--- config.mk ---
export PLATFORM = sky130hd
export DESIGN_NAME = parking_zone_ctrl
export DESIGN_NICKNAME = d
export VERILOG_FILES = /design/src/rtl/parking_pkg.sv /design/src/rtl/parking_tod_sched.sv /design/src/rtl/parking_zone_ctrl.sv
export SDC_FILE = /design/constraint.sdc
export NUM_CORES = 1
export LEC_CHECK = 0
export ABC_AREA = 1
export BUFFER_PORTS_ARGS = -buffer_cell sky130_fd_sc_hd__buf_2
export CAP_MARGIN = 20
export CORE_MARGIN = 2
export CORE_UTILIZATION = 40
export CTS_CLUSTER_SIZE = 25
export DETAILED_ROUTE_END_ITERATION = 16
export GPL_ROUTABILITY_DRIVEN = 0
export GPL_TIMING_DRIVEN = 0
export PLACE_DENSITY = 0.69
export SETUP_SLACK_MARGIN = 0.15
export SYNTH_ARGS = -nofsm -noshare
export SYNTH_HDL_FRONTEND = slang
export SYNTH_SLANG_ARGS = --single-unit
--- constraint.sdc ---
create_clock -name clk -period 7.88 [get_ports clk]
set_clock_uncertainty 0.2 [all_clocks]
set_input_delay 0.394 -clock clk [delete_from_list [all_inputs] [get_ports clk]]
set_output_delay 0.394 -clock clk [all_outputs]
set_load 0.01 [all_outputs]
--- src/rtl/parking_pkg.sv ---
// rtl/parking_pkg.sv - shared encodings for the parking zone controller
package parking_pkg;

  localparam logic CLS_FREE = 1'b0;
  localparam logic CLS_UNI  = 1'b1;

  localparam int HOURS_PER_DAY = 24;

  typedef enum logic {
    GATE_IDLE = 1'b0,
    GATE_OPEN = 1'b1
  } gate_state_t;

endpackage

--- src/rtl/parking_tod_sched.sv ---
// rtl/parking_tod_sched.sv - time-of-day counter and hourly free-capacity schedule
module parking_tod_sched
  import parking_pkg::*;
#(
  parameter int TOTAL_SPACES     = 700,
  parameter int FREE_CAP_MORNING = 200,
  parameter int FREE_CAP_NIGHT   = 500,
  parameter int MORNING_START    = 8,
  parameter int RAMP_START       = 13,
  parameter int NIGHT_START      = 16,
  parameter int RAMP_STEP        = 50,
  parameter int CLOCKS_PER_HOUR  = 100,
  parameter int CNT_W            = $clog2(TOTAL_SPACES + 1)
) (
  input  logic             clk,
  input  logic             rst,
  input  logic             hour_load,
  input  logic [4:0]       hour_in,
  output logic [4:0]       hour,
  output logic [CNT_W-1:0] free_cap
);

  localparam int               CYC_W     = (CLOCKS_PER_HOUR > 1) ? $clog2(CLOCKS_PER_HOUR) : 1;
  localparam logic [CYC_W-1:0] CYC_LAST  = CYC_W'(CLOCKS_PER_HOUR - 1);
  localparam logic [4:0]       LAST_HOUR = 5'(HOURS_PER_DAY - 1);
  localparam logic [4:0]       MS_H      = 5'(MORNING_START);
  localparam logic [4:0]       RS_H      = 5'(RAMP_START);
  localparam logic [4:0]       NS_H      = 5'(NIGHT_START);

  logic [CYC_W-1:0] r_cyc;
  logic [4:0]       r_hour;
  logic [CNT_W-1:0] r_free_cap;
  logic [CNT_W-1:0] w_free_cap_nxt;
  int               w_ramp;

  always_ff @(posedge clk or posedge rst) begin
    if (rst) begin
      r_cyc  <= '0;
      r_hour <= MS_H;
    end else if (hour_load) begin
      r_cyc  <= '0;
      r_hour <= (hour_in > LAST_HOUR) ? 5'd0 : hour_in;
    end else if (r_cyc == CYC_LAST) begin
      r_cyc  <= '0;
      r_hour <= (r_hour == LAST_HOUR) ? 5'd0 : r_hour + 5'd1;
    end else begin
      r_cyc  <= r_cyc + CYC_W'(1);
    end
  end

  // Afternoon ramp climbs one step per hour but never past the night ceiling.
  always_comb begin
    w_ramp = FREE_CAP_MORNING + (int'(r_hour) - RAMP_START + 1) * RAMP_STEP;
    if (w_ramp > FREE_CAP_NIGHT) w_ramp = FREE_CAP_NIGHT;
    w_free_cap_nxt = CNT_W'(FREE_CAP_NIGHT);
    if (r_hour >= MS_H && r_hour < RS_H)
      w_free_cap_nxt = CNT_W'(FREE_CAP_MORNING);
    else if (r_hour >= RS_H && r_hour < NS_H)
      w_free_cap_nxt = CNT_W'(w_ramp);
  end

  always_ff @(posedge clk or posedge rst) begin
    if (rst) r_free_cap <= CNT_W'(FREE_CAP_MORNING);
    else     r_free_cap <= w_free_cap_nxt;
  end

  assign hour     = r_hour;
  assign free_cap = r_free_cap;

endmodule

--- src/rtl/parking_zone_ctrl.sv ---
// rtl/parking_zone_ctrl.sv - two-class parking lot controller with entry/exit barrier FSMs
module parking_zone_ctrl
  import parking_pkg::*;
#(
  parameter int TOTAL_SPACES     = 700,
  parameter int FREE_CAP_MORNING = 200,
  parameter int FREE_CAP_NIGHT   = 500,
  parameter int MORNING_START    = 8,
  parameter int RAMP_START       = 13,
  parameter int NIGHT_START      = 16,
  parameter int RAMP_STEP        = 50,
  parameter int CLOCKS_PER_HOUR  = 100,
  parameter int GATE_CYCLES      = 4,
  parameter int CNT_W            = $clog2(TOTAL_SPACES + 1)
) (
  input  logic             clk,
  input  logic             rst,
  input  logic             hour_load,
  input  logic [4:0]       hour_in,
  input  logic             ent_valid,
  input  logic             ent_class,
  output logic             ent_ready,
  output logic             ent_grant,
  output logic             ent_reject,
  output logic             ent_gate_open,
  input  logic             ex_valid,
  input  logic             ex_class,
  output logic             ex_ready,
  output logic             ex_err,
  output logic             ex_gate_open,
  output logic [4:0]       hour,
  output logic [CNT_W-1:0] uni_parked,
  output logic [CNT_W-1:0] free_parked,
  output logic [CNT_W-1:0] uni_vacant,
  output logic [CNT_W-1:0] free_vacant,
  output logic             uni_avail,
  output logic             free_avail
);

  localparam int               TMR_W    = (GATE_CYCLES > 1) ? $clog2(GATE_CYCLES) : 1;
  localparam logic [TMR_W-1:0] TMR_LAST = TMR_W'(GATE_CYCLES - 1);
  localparam logic [CNT_W:0]   TOT_X    = (CNT_W + 1)'(TOTAL_SPACES);

  logic [CNT_W-1:0] w_free_cap;
  logic [CNT_W-1:0] w_uni_cap;
  logic [CNT_W-1:0] r_uni_parked;
  logic [CNT_W-1:0] r_free_parked;
  logic [CNT_W:0]   w_used;
  logic [CNT_W:0]   w_tot_left;
  logic [CNT_W:0]   w_uni_room;
  logic [CNT_W:0]   w_free_room;
  logic [CNT_W:0]   w_uni_vac;
  logic [CNT_W:0]   w_free_vac;

  gate_state_t      r_ent_state, w_ent_state_nxt;
  gate_state_t      r_ex_state, w_ex_state_nxt;
  logic [TMR_W-1:0] r_ent_tmr;
  logic [TMR_W-1:0] r_ex_tmr;
  logic             r_ent_grant;
  logic             r_ent_reject;
  logic             r_ex_err;

  logic w_ent_hs, w_ent_ok, w_ex_hs, w_ex_ok;
  logic w_uni_inc, w_free_inc, w_uni_dec, w_free_dec;

  parking_tod_sched #(
    .TOTAL_SPACES    (TOTAL_SPACES),
    .FREE_CAP_MORNING(FREE_CAP_MORNING),
    .FREE_CAP_NIGHT  (FREE_CAP_NIGHT),
    .MORNING_START   (MORNING_START),
    .RAMP_START      (RAMP_START),
    .NIGHT_START     (NIGHT_START),
    .RAMP_STEP       (RAMP_STEP),
    .CLOCKS_PER_HOUR (CLOCKS_PER_HOUR),
    .CNT_W           (CNT_W)
  ) u_tod_sched (
    .clk      (clk),
    .rst      (rst),
    .hour_load(hour_load),
    .hour_in  (hour_in),
    .hour     (hour),
    .free_cap (w_free_cap)
  );

  assign w_uni_cap = CNT_W'(TOTAL_SPACES) - w_free_cap;

  // A shrinking class capacity simply reads as zero room; parked cars are never evicted.
  always_comb begin
    w_used      = {1'b0, r_uni_parked} + {1'b0, r_free_parked};
    w_tot_left  = (w_used >= TOT_X) ? '0 : TOT_X - w_used;
    w_uni_room  = (r_uni_parked >= w_uni_cap) ? '0
                : {1'b0, w_uni_cap} - {1'b0, r_uni_parked};
    w_free_room = (r_free_parked >= w_free_cap) ? '0
                : {1'b0, w_free_cap} - {1'b0, r_free_parked};
    w_uni_vac   = (w_uni_room < w_tot_left) ? w_uni_room : w_tot_left;
    w_free_vac  = (w_free_room < w_tot_left) ? w_free_room : w_tot_left;
  end

  assign uni_vacant  = w_uni_vac[CNT_W-1:0];
  assign free_vacant = w_free_vac[CNT_W-1:0];
  assign uni_avail   = |w_uni_vac;
  assign free_avail  = |w_free_vac;

  assign w_ent_hs   = ent_valid & ent_ready;
  assign w_ent_ok   = (ent_class == CLS_UNI) ? uni_avail : free_avail;
  assign w_ex_hs    = ex_valid & ex_ready;
  assign w_ex_ok    = (ex_class == CLS_UNI) ? (r_uni_parked != '0) : (r_free_parked != '0);
  assign w_uni_inc  = w_ent_hs & w_ent_ok & (ent_class == CLS_UNI);
  assign w_free_inc = w_ent_hs & w_ent_ok & (ent_class == CLS_FREE);
  assign w_uni_dec  = w_ex_hs & w_ex_ok & (ex_class == CLS_UNI);
  assign w_free_dec = w_ex_hs & w_ex_ok & (ex_class == CLS_FREE);

  always_ff @(posedge clk or posedge rst) begin
    if (rst) begin
      r_ent_state <= GATE_IDLE;
      r_ex_state  <= GATE_IDLE;
      r_ent_tmr   <= '0;
      r_ex_tmr    <= '0;
    end else begin
      r_ent_state <= w_ent_state_nxt;
      r_ex_state  <= w_ex_state_nxt;
      r_ent_tmr   <= (r_ent_state == GATE_OPEN) ? r_ent_tmr + TMR_W'(1) : '0;
      r_ex_tmr    <= (r_ex_state == GATE_OPEN) ? r_ex_tmr + TMR_W'(1) : '0;
    end
  end

  always_comb begin
    w_ent_state_nxt = r_ent_state;
    case (r_ent_state)
      GATE_IDLE: if (w_ent_hs && w_ent_ok) w_ent_state_nxt = GATE_OPEN;
      GATE_OPEN: if (r_ent_tmr == TMR_LAST) w_ent_state_nxt = GATE_IDLE;
    endcase
    w_ex_state_nxt = r_ex_state;
    case (r_ex_state)
      GATE_IDLE: if (w_ex_hs && w_ex_ok) w_ex_state_nxt = GATE_OPEN;
      GATE_OPEN: if (r_ex_tmr == TMR_LAST) w_ex_state_nxt = GATE_IDLE;
    endcase
  end

  always_comb begin
    ent_ready     = (r_ent_state == GATE_IDLE);
    ent_gate_open = (r_ent_state == GATE_OPEN);
    ex_ready      = (r_ex_state == GATE_IDLE);
    ex_gate_open  = (r_ex_state == GATE_OPEN);
  end

  // Entry decides on pre-exit vacancy, so same-class entry and exit in one cycle net to zero.
  always_ff @(posedge clk or posedge rst) begin
    if (rst) begin
      r_ent_grant   <= 1'b0;
      r_ent_reject  <= 1'b0;
      r_ex_err      <= 1'b0;
      r_uni_parked  <= '0;
      r_free_parked <= '0;
    end else begin
      r_ent_grant   <= w_ent_hs & w_ent_ok;
      r_ent_reject  <= w_ent_hs & ~w_ent_ok;
      r_ex_err      <= w_ex_hs & ~w_ex_ok;
      r_uni_parked  <= r_uni_parked + CNT_W'(w_uni_inc) - CNT_W'(w_uni_dec);
      r_free_parked <= r_free_parked + CNT_W'(w_free_inc) - CNT_W'(w_free_dec);
    end
  end

  assign ent_grant   = r_ent_grant;
  assign ent_reject  = r_ent_reject;
  assign ex_err      = r_ex_err;
  assign uni_parked  = r_uni_parked;
  assign free_parked = r_free_parked;

endmodule

* Word level (Yosys, flattened, before mapping)
Cells that the tools add are included.
Widths: inputs -> output; s select.
** Cells by class
- Reductions and logical operators :: 9
- Mux-type cells :: 24
- Equality and inequality tests :: 4
- Magnitude comparators :: 11
- Bitwise logic cells :: 16
- Add/sub/neg operators :: 16
- Multipliers :: 1
- Divide/modulo/power cells :: 0
- Shift-type cells :: 0
** Operators by type and width (number)
- $mux 11 :: 5
- $add 32x2->32 const B :: 1
- $add 9x32->32 const A :: 1
- $gt 32x10->1 const B :: 1
- $mul 32x6->31 const B :: 1
- $mux 10 :: 3
- $lt 11x11->1 :: 2
- $reduce_or 11->1 :: 2
- $sub 10x10->11 :: 2
- $add 10x1->10 :: 2
- $ge 10x10->1 :: 2
- $mux 5 :: 4
- $reduce_bool 10->1 :: 2
- $sub 10x1->10 :: 2
- $mux 7 :: 2
- $add 10x10->11 :: 1
- $ge 11x10->1 const B :: 1
- $sub 10x11->11 const A :: 1
- $and 1x1->1 :: 10
- $ge 5x4->1 const B :: 2
- $sub 10x10->10 const A :: 1
- $add 7x1->7 const B :: 1
- $eq 7x7->1 const B :: 1
- $mux 1 :: 6
- 13 further kinds :: 25
** Word-level totals
- Bits in read-only memories :: 0
- Bits of input ports :: 12
- Logic and storage cells :: 93
- Memories kept :: 0
- Latch bits :: 0
- Bits in writable memories :: 0
- Bits in registers :: 51

* Depth between registers and ports, before layout
- Word-level depth :: 11
- Depth in mapped cells :: 45
- Gate-level depth less buffers :: 44

* By module
Synthesis repeated with hierarchy kept, for this count alone.
** Unflattened totals
- Cell total of the unflattened synthesis :: 995
- Area total of the unflattened synthesis :: 6896.6 um^2
** By module, submodules not included
- parking_zone_ctrl :: cells an instance 703, sequential area each 725.7 um^2, instances 1, area each 4673.2 um^2
- parking_tod_sched :: cells an instance 292, sequential area each 530.5 um^2, instances 1, area each 2223.4 um^2

* Worst setup path before layout
OpenSTA, ideal clock, no wires.
- Path type :: register to register
- Start :: reg r_free_parked[0], in the netlist free_parked[0]
- End :: reg r_free_parked[8], in the netlist free_parked[8]
- Stages on the path, launching flop included :: 40
- Period minus slack after synthesis :: 5879 ps
- Data required time :: 7555 ps
- Buffers on the path :: 1
- Setup slack :: 2001 ps
- Arrival :: 5554 ps
- Setup time :: 125 ps
- Path through :: dfrtp_1 -> ha_1 -> inv_1 -> fa_1 -> inv_1 -> nand3_2 -> nand2_2 -> nand2_2 -> nand3_1 -> nand2_2 -> nand3_1 -> nor2_1 -> nor2_1 -> nand2_1 -> inv_2 -> nand2_1 -> ha_1 -> a21oi_1 -> [4 not listed] -> buf_6 -> o21ai_1 -> nand3_1 -> nor2_2 -> nand2_1 -> nand3_1 -> ha_1 -> inv_1 -> ha_1 -> inv_1 -> fa_1 -> o21ai_0 -> a21oi_1 -> o21bai_1 -> a21oi_1 -> nor2_1 -> nor2_1 -> xor2_1
** Between the ends
- Longest elaborated chain between the ends :: 11
- Elaborated cells between the ends (all ways) :: 22
- Classes of those cells :: add/sub (5); order compare (4); mux (6); bitwise (4); reduce/logical (3)
** Ends and longest elaborated chain
- start, declared :: line parking_zone_ctrl.sv:47 : logic [CNT_W-1:0] r_free_parked;
- start signal, assigned :: line parking_zone_ctrl.sv:160 : r_free_parked <= r_free_parked + CNT_W'(w_free_inc) - CNT_W'(w_free_dec);
- $add 10x10->11 :: line parking_zone_ctrl.sv:89 : w_used = {1'b0, r_uni_parked} + {1'b0, r_free_parked};
- $sub 10x11->11 / $ge 11x10->1 (equally long branches) :: line parking_zone_ctrl.sv:90 : w_tot_left = (w_used >= TOT_X) ? '0 : TOT_X - w_used;
- $mux 11 :: line parking_zone_ctrl.sv:90
- $lt 11x11->1 :: line parking_zone_ctrl.sv:96 : w_free_vac = (w_free_room < w_tot_left) ? w_free_room : w_tot_left;
- $mux 11 * :: line parking_zone_ctrl.sv:96
- $reduce_or 11->1 * :: line parking_zone_ctrl.sv:102 : assign free_avail = |w_free_vac;
- via free_avail :: line parking_zone_ctrl.sv:37 : output logic free_avail
- $mux 1 * :: line parking_zone_ctrl.sv:105 : assign w_ent_ok = (ent_class == CLS_UNI) ? uni_avail : free_avail;
- $and 1x1->1 * (2 in series) :: line parking_zone_ctrl.sv:109 : assign w_free_inc = w_ent_hs & w_ent_ok & (ent_class == CLS_FREE);
- $add 10x1->10 * :: line parking_zone_ctrl.sv:160
- $sub 10x1->10 * :: line parking_zone_ctrl.sv:160
The timed path passes the listed nets; every way through them passes the cells marked *.
A chain may end at the register's enable or synchronous reset.

* Worst setup path in the final report
- Start :: reg r_free_parked[0], in the netlist free_parked[0]
- End :: reg r_free_parked[9], in the netlist free_parked[9]
** Between the ends
- Longest elaborated chain between the ends :: 11
- Elaborated cells between the ends (all ways) :: 22
- Classes of those cells :: add/sub (5); order compare (4); mux (6); bitwise (4); reduce/logical (3)
** Ends and longest elaborated chain (line)
- $add 10x10->11 :: parking_zone_ctrl.sv:89
- $sub 10x11->11 / $ge 11x10->1 (equally long branches) :: parking_zone_ctrl.sv:90
- $mux 11 :: parking_zone_ctrl.sv:90
- $lt 11x11->1 (on tied branches) :: parking_zone_ctrl.sv:96, parking_zone_ctrl.sv:95
- $mux 11 (on tied branches) :: parking_zone_ctrl.sv:96, parking_zone_ctrl.sv:95
- $reduce_or 11->1 (on tied branches) :: parking_zone_ctrl.sv:102, parking_zone_ctrl.sv:101
- $mux 1 :: parking_zone_ctrl.sv:105
- $and 1x1->1 (2 in series) :: parking_zone_ctrl.sv:109
- $add 10x1->10 :: parking_zone_ctrl.sv:160
- $sub 10x1->10 * :: parking_zone_ctrl.sv:160
Mark *: on every way between the ends. The rest lies on a longest branch, timed or not.

==> results.md <==
* TritonCTS Buffers at 5
* Root buffer cell: clkbuf_16
* Critical path type: reg2reg
* Pins over their slew limit at 0
* GR Overflow Total at 0
* Vias per cell at 4.99
* Fmax at 0.140 GHz
* Met3 GRT Util at 0.00888
* Largest net degree at the start of global routing at 41
* Detail Placement HPWL at 20.4 mm
* Die area at 0.0252 mm²
* Port bufs at 65
* Avg Cell Area, Syn at 6.75 µm²
* CTS tree: built
* Syn Nets at 1,633
* Ant diodes at 0
* Die Wd at 159 µm
* Clk buf depth at 2
* #FFs+latches synth at 50
* Asr flop ratio synth at 1.00
* Most common cell after layout, fill and taps aside: nand2_1
* Critical path fanouts, max at 9
* Area Growth Syn to Fin at 9.47%
* Routed len/inst at 13.0 µm
* Die height at 159 µm
* Rel. slew slack at 0.516
* Placed Cells at 1,804
* Area occupied by registers at 0.00126 mm²
* Worst hold-check path type: in2reg
* Total number of vias at 9,047
* Yosys top cell by area: ha_1
* Final setup violation count at 0
* Critical Path Start Type: flip-flop
* Layout net count at 1,707
* Iteration-0 DRC Markers at 555
* Least-Margin Pin Slew at 0.726 ns
* Synth Flop Type: dfrtp_1
* Site row count at 56
* Post-Layout Cell Count at 1,813
* ANT nets after route at 0
* Met1 GRT Util at 0.233
* CP max stage delay at 0.53 ns
* Slowest cell on the critical path: dfrtp_1
* Commonest cells after routing, fill and taps aside: nand2_1, inv_1, ha_1
* Critical Path AT at 7.14 ns
* Status: complete, no violations
* H-tree levels at 2
* Layout cell share with drive strength beyond 1 at 0.100
* Unique masters post-synth at 48
* Area of the multi-input gates at 0.00728 mm²
* Grt met2 use at 0.341
* Fill count at 2,421
* Residual DRC at 0
* Max cap viols at 0
* Synth area leaders: ha_1, nand2_1, dfrtp_1
* First-pass GRT wire length at 39.3 mm
* Initial antenna violation count at 0
* Initial Util at 0.408
* Synth top area share at 0.234
* Unrepaired setup endpoints after global routing: false
* Yosys warnings at 0
* Min Tclk post-route at 7.13 ns
* WL final at 23.6 mm
* Final Hold Fails at 0
* Post-route setup TNS at 0 ns
* Via count of the first global-routing pass at 8,443
* Fin crit share at 0.904
* Post-synth EDFFs at 0
* Setup crit end kind: flip-flop
* Mapped Cells at 1,419
* Most Crowded Layer GR: met2
* Mapped Area at 0.00957 mm²
* Post-CTS Setup Inserts at 0
* Core area at 0.0235 mm²
* Skew-Pair Late Insertion Delay at 0.30 ns
* I/O pins at 66
* Drt first pass iters at 6
* Sequential element share of the synthesized area at 0.131
* All-Layer GR Usage at 0.185
* Clock tree sinks at 50
* Clk pin slew, worst setup/hold paths at 0.07 ns
* Critical Path RT at 7.89 ns
* Worst path most repeated cell: nor2_1
cells in the mapped netlist (all sizes together), types with 2 or more instances:
cell type,count
nand4,22
or2,5
o221a,2
o21bai,9
xnor2,29
nor4,2
a31oi,5
o211ai,4
xor2,45
dfstp,4
and3,2
a221oi,2
fa,23
nand3,101
nand2,333
a21oi,83
buf,2
nor2,146
a21boi,2
dfrtp,46
o21ai,53
nor3,18
clkinv,3
a211oi,5
inv,266
nand3b,10
ha,179
a21o,10
and2,2
routing by layer:
layer  share of wire  vias to the layer above  routed length, µm
met3           0.026                       28                621
met2            0.50                      185              11700
met4           0.022                        0                510
met5               0                        -                  0
li1                -                     4724                  -
met1            0.46                     4110              10800
registers in the layout (all words and copies together), names as in the netlist:
name,count
free_parked,10
ent_reject,1
u_tod_sched.hour,5
r_ex_tmr,2
u_tod_sched.r_cyc,7
ent_gate_open,1
ex_gate_open,1
ex_err,1
r_ent_tmr,2
u_tod_sched.free_cap,9
uni_parked,10
ent_grant,1
worst max-delay path, delay by kind of cell (launching register included):
| kind | cells | cell delay (ns) |
|---|---|---|
| buffers and inverters | 5 | 0.46 |
| adder cells (fa/ha/maj) | 5 | 1.68 |
| AND/OR/NAND/NOR | 23 | 2.37 |
| XOR/XNOR | 1 | 0.18 |
| AO/OA/AOI/OAI | 7 | 1.61 |
| flip-flops | 1 | 0.53 |
metrics by stage:
stage | instance area [µm²] | hold WS, ns | setup WS, ns | util
floorplan | 9570 | 0.210 | 2.00 | -
global placement | 10300 | 0.223 | 0.972 | 0.439
detailed placement | 10300 | 0.141 | 0.826 | 0.440
CTS | 10500 | 0.0921 | 0.795 | 0.446
global route | 10500 | 0.107 | 0.230 | 0.447
finish | 10500 | 0.0917 | 0.755 | 0.447
what timing repair did:
item / 4_1_cts / 5_1_grt
hold buffers: 1 / 0
endpoints found under the hold margin: 10 / 0
gates resized for setup: 0 / 1
endpoints found under the setup margin: 0 / 1
path summary, 6_finish.rpt:
check,start,endpoint,slack (ns),cells after the start
hold / removal,hour_load,u_tod_sched.r_cyc[1]$_DFF_PP0_,0.09,2
max in group asynchronous,rst,u_tod_sched.free_cap[6]$_DFF_PP1_,6.57,4
min in group asynchronous,rst,ent_gate_open$_DFF_PP0_,0.36,3
hold reg to reg,r_ex_tmr[0]$_DFF_PP0_,r_ex_tmr[0]$_DFF_PP0_,0.23,1
setup reg to reg,free_parked[0]$_DFF_PP0_,free_parked[9]$_DFF_PP0_,0.75,41
setup / recovery,free_parked[0]$_DFF_PP0_,free_parked[9]$_DFF_PP0_,0.75,41
kinds of logic after synthesis:
kind of cell,share of synthesized area
buf+inv,0.108
flops,0.131
xor+xnor,0.0724
simple gates,0.298
compound gates,0.108
fa+ha+maj,0.282
area by class of cell:
| type | count | share of cell area |
|---|---|---|
| Multi-Input combinational cell | 1097 | 0.695 |
| Sequential cell | 50 | 0.120 |
| Inverter | 269 | 0.0963 |
| Tap cell | 319 | 0.0381 |
| Timing Repair Buffer | 67 | 0.0339 |
| Clock buffer | 5 | 0.0119 |
| Buffer | 3 | 0.00263 |
| Clock inverter | 3 | 0.00251 |
Power is not shown: default switching activity piles up to over one toggle a cycle in this logic, so the estimate is an artifact.
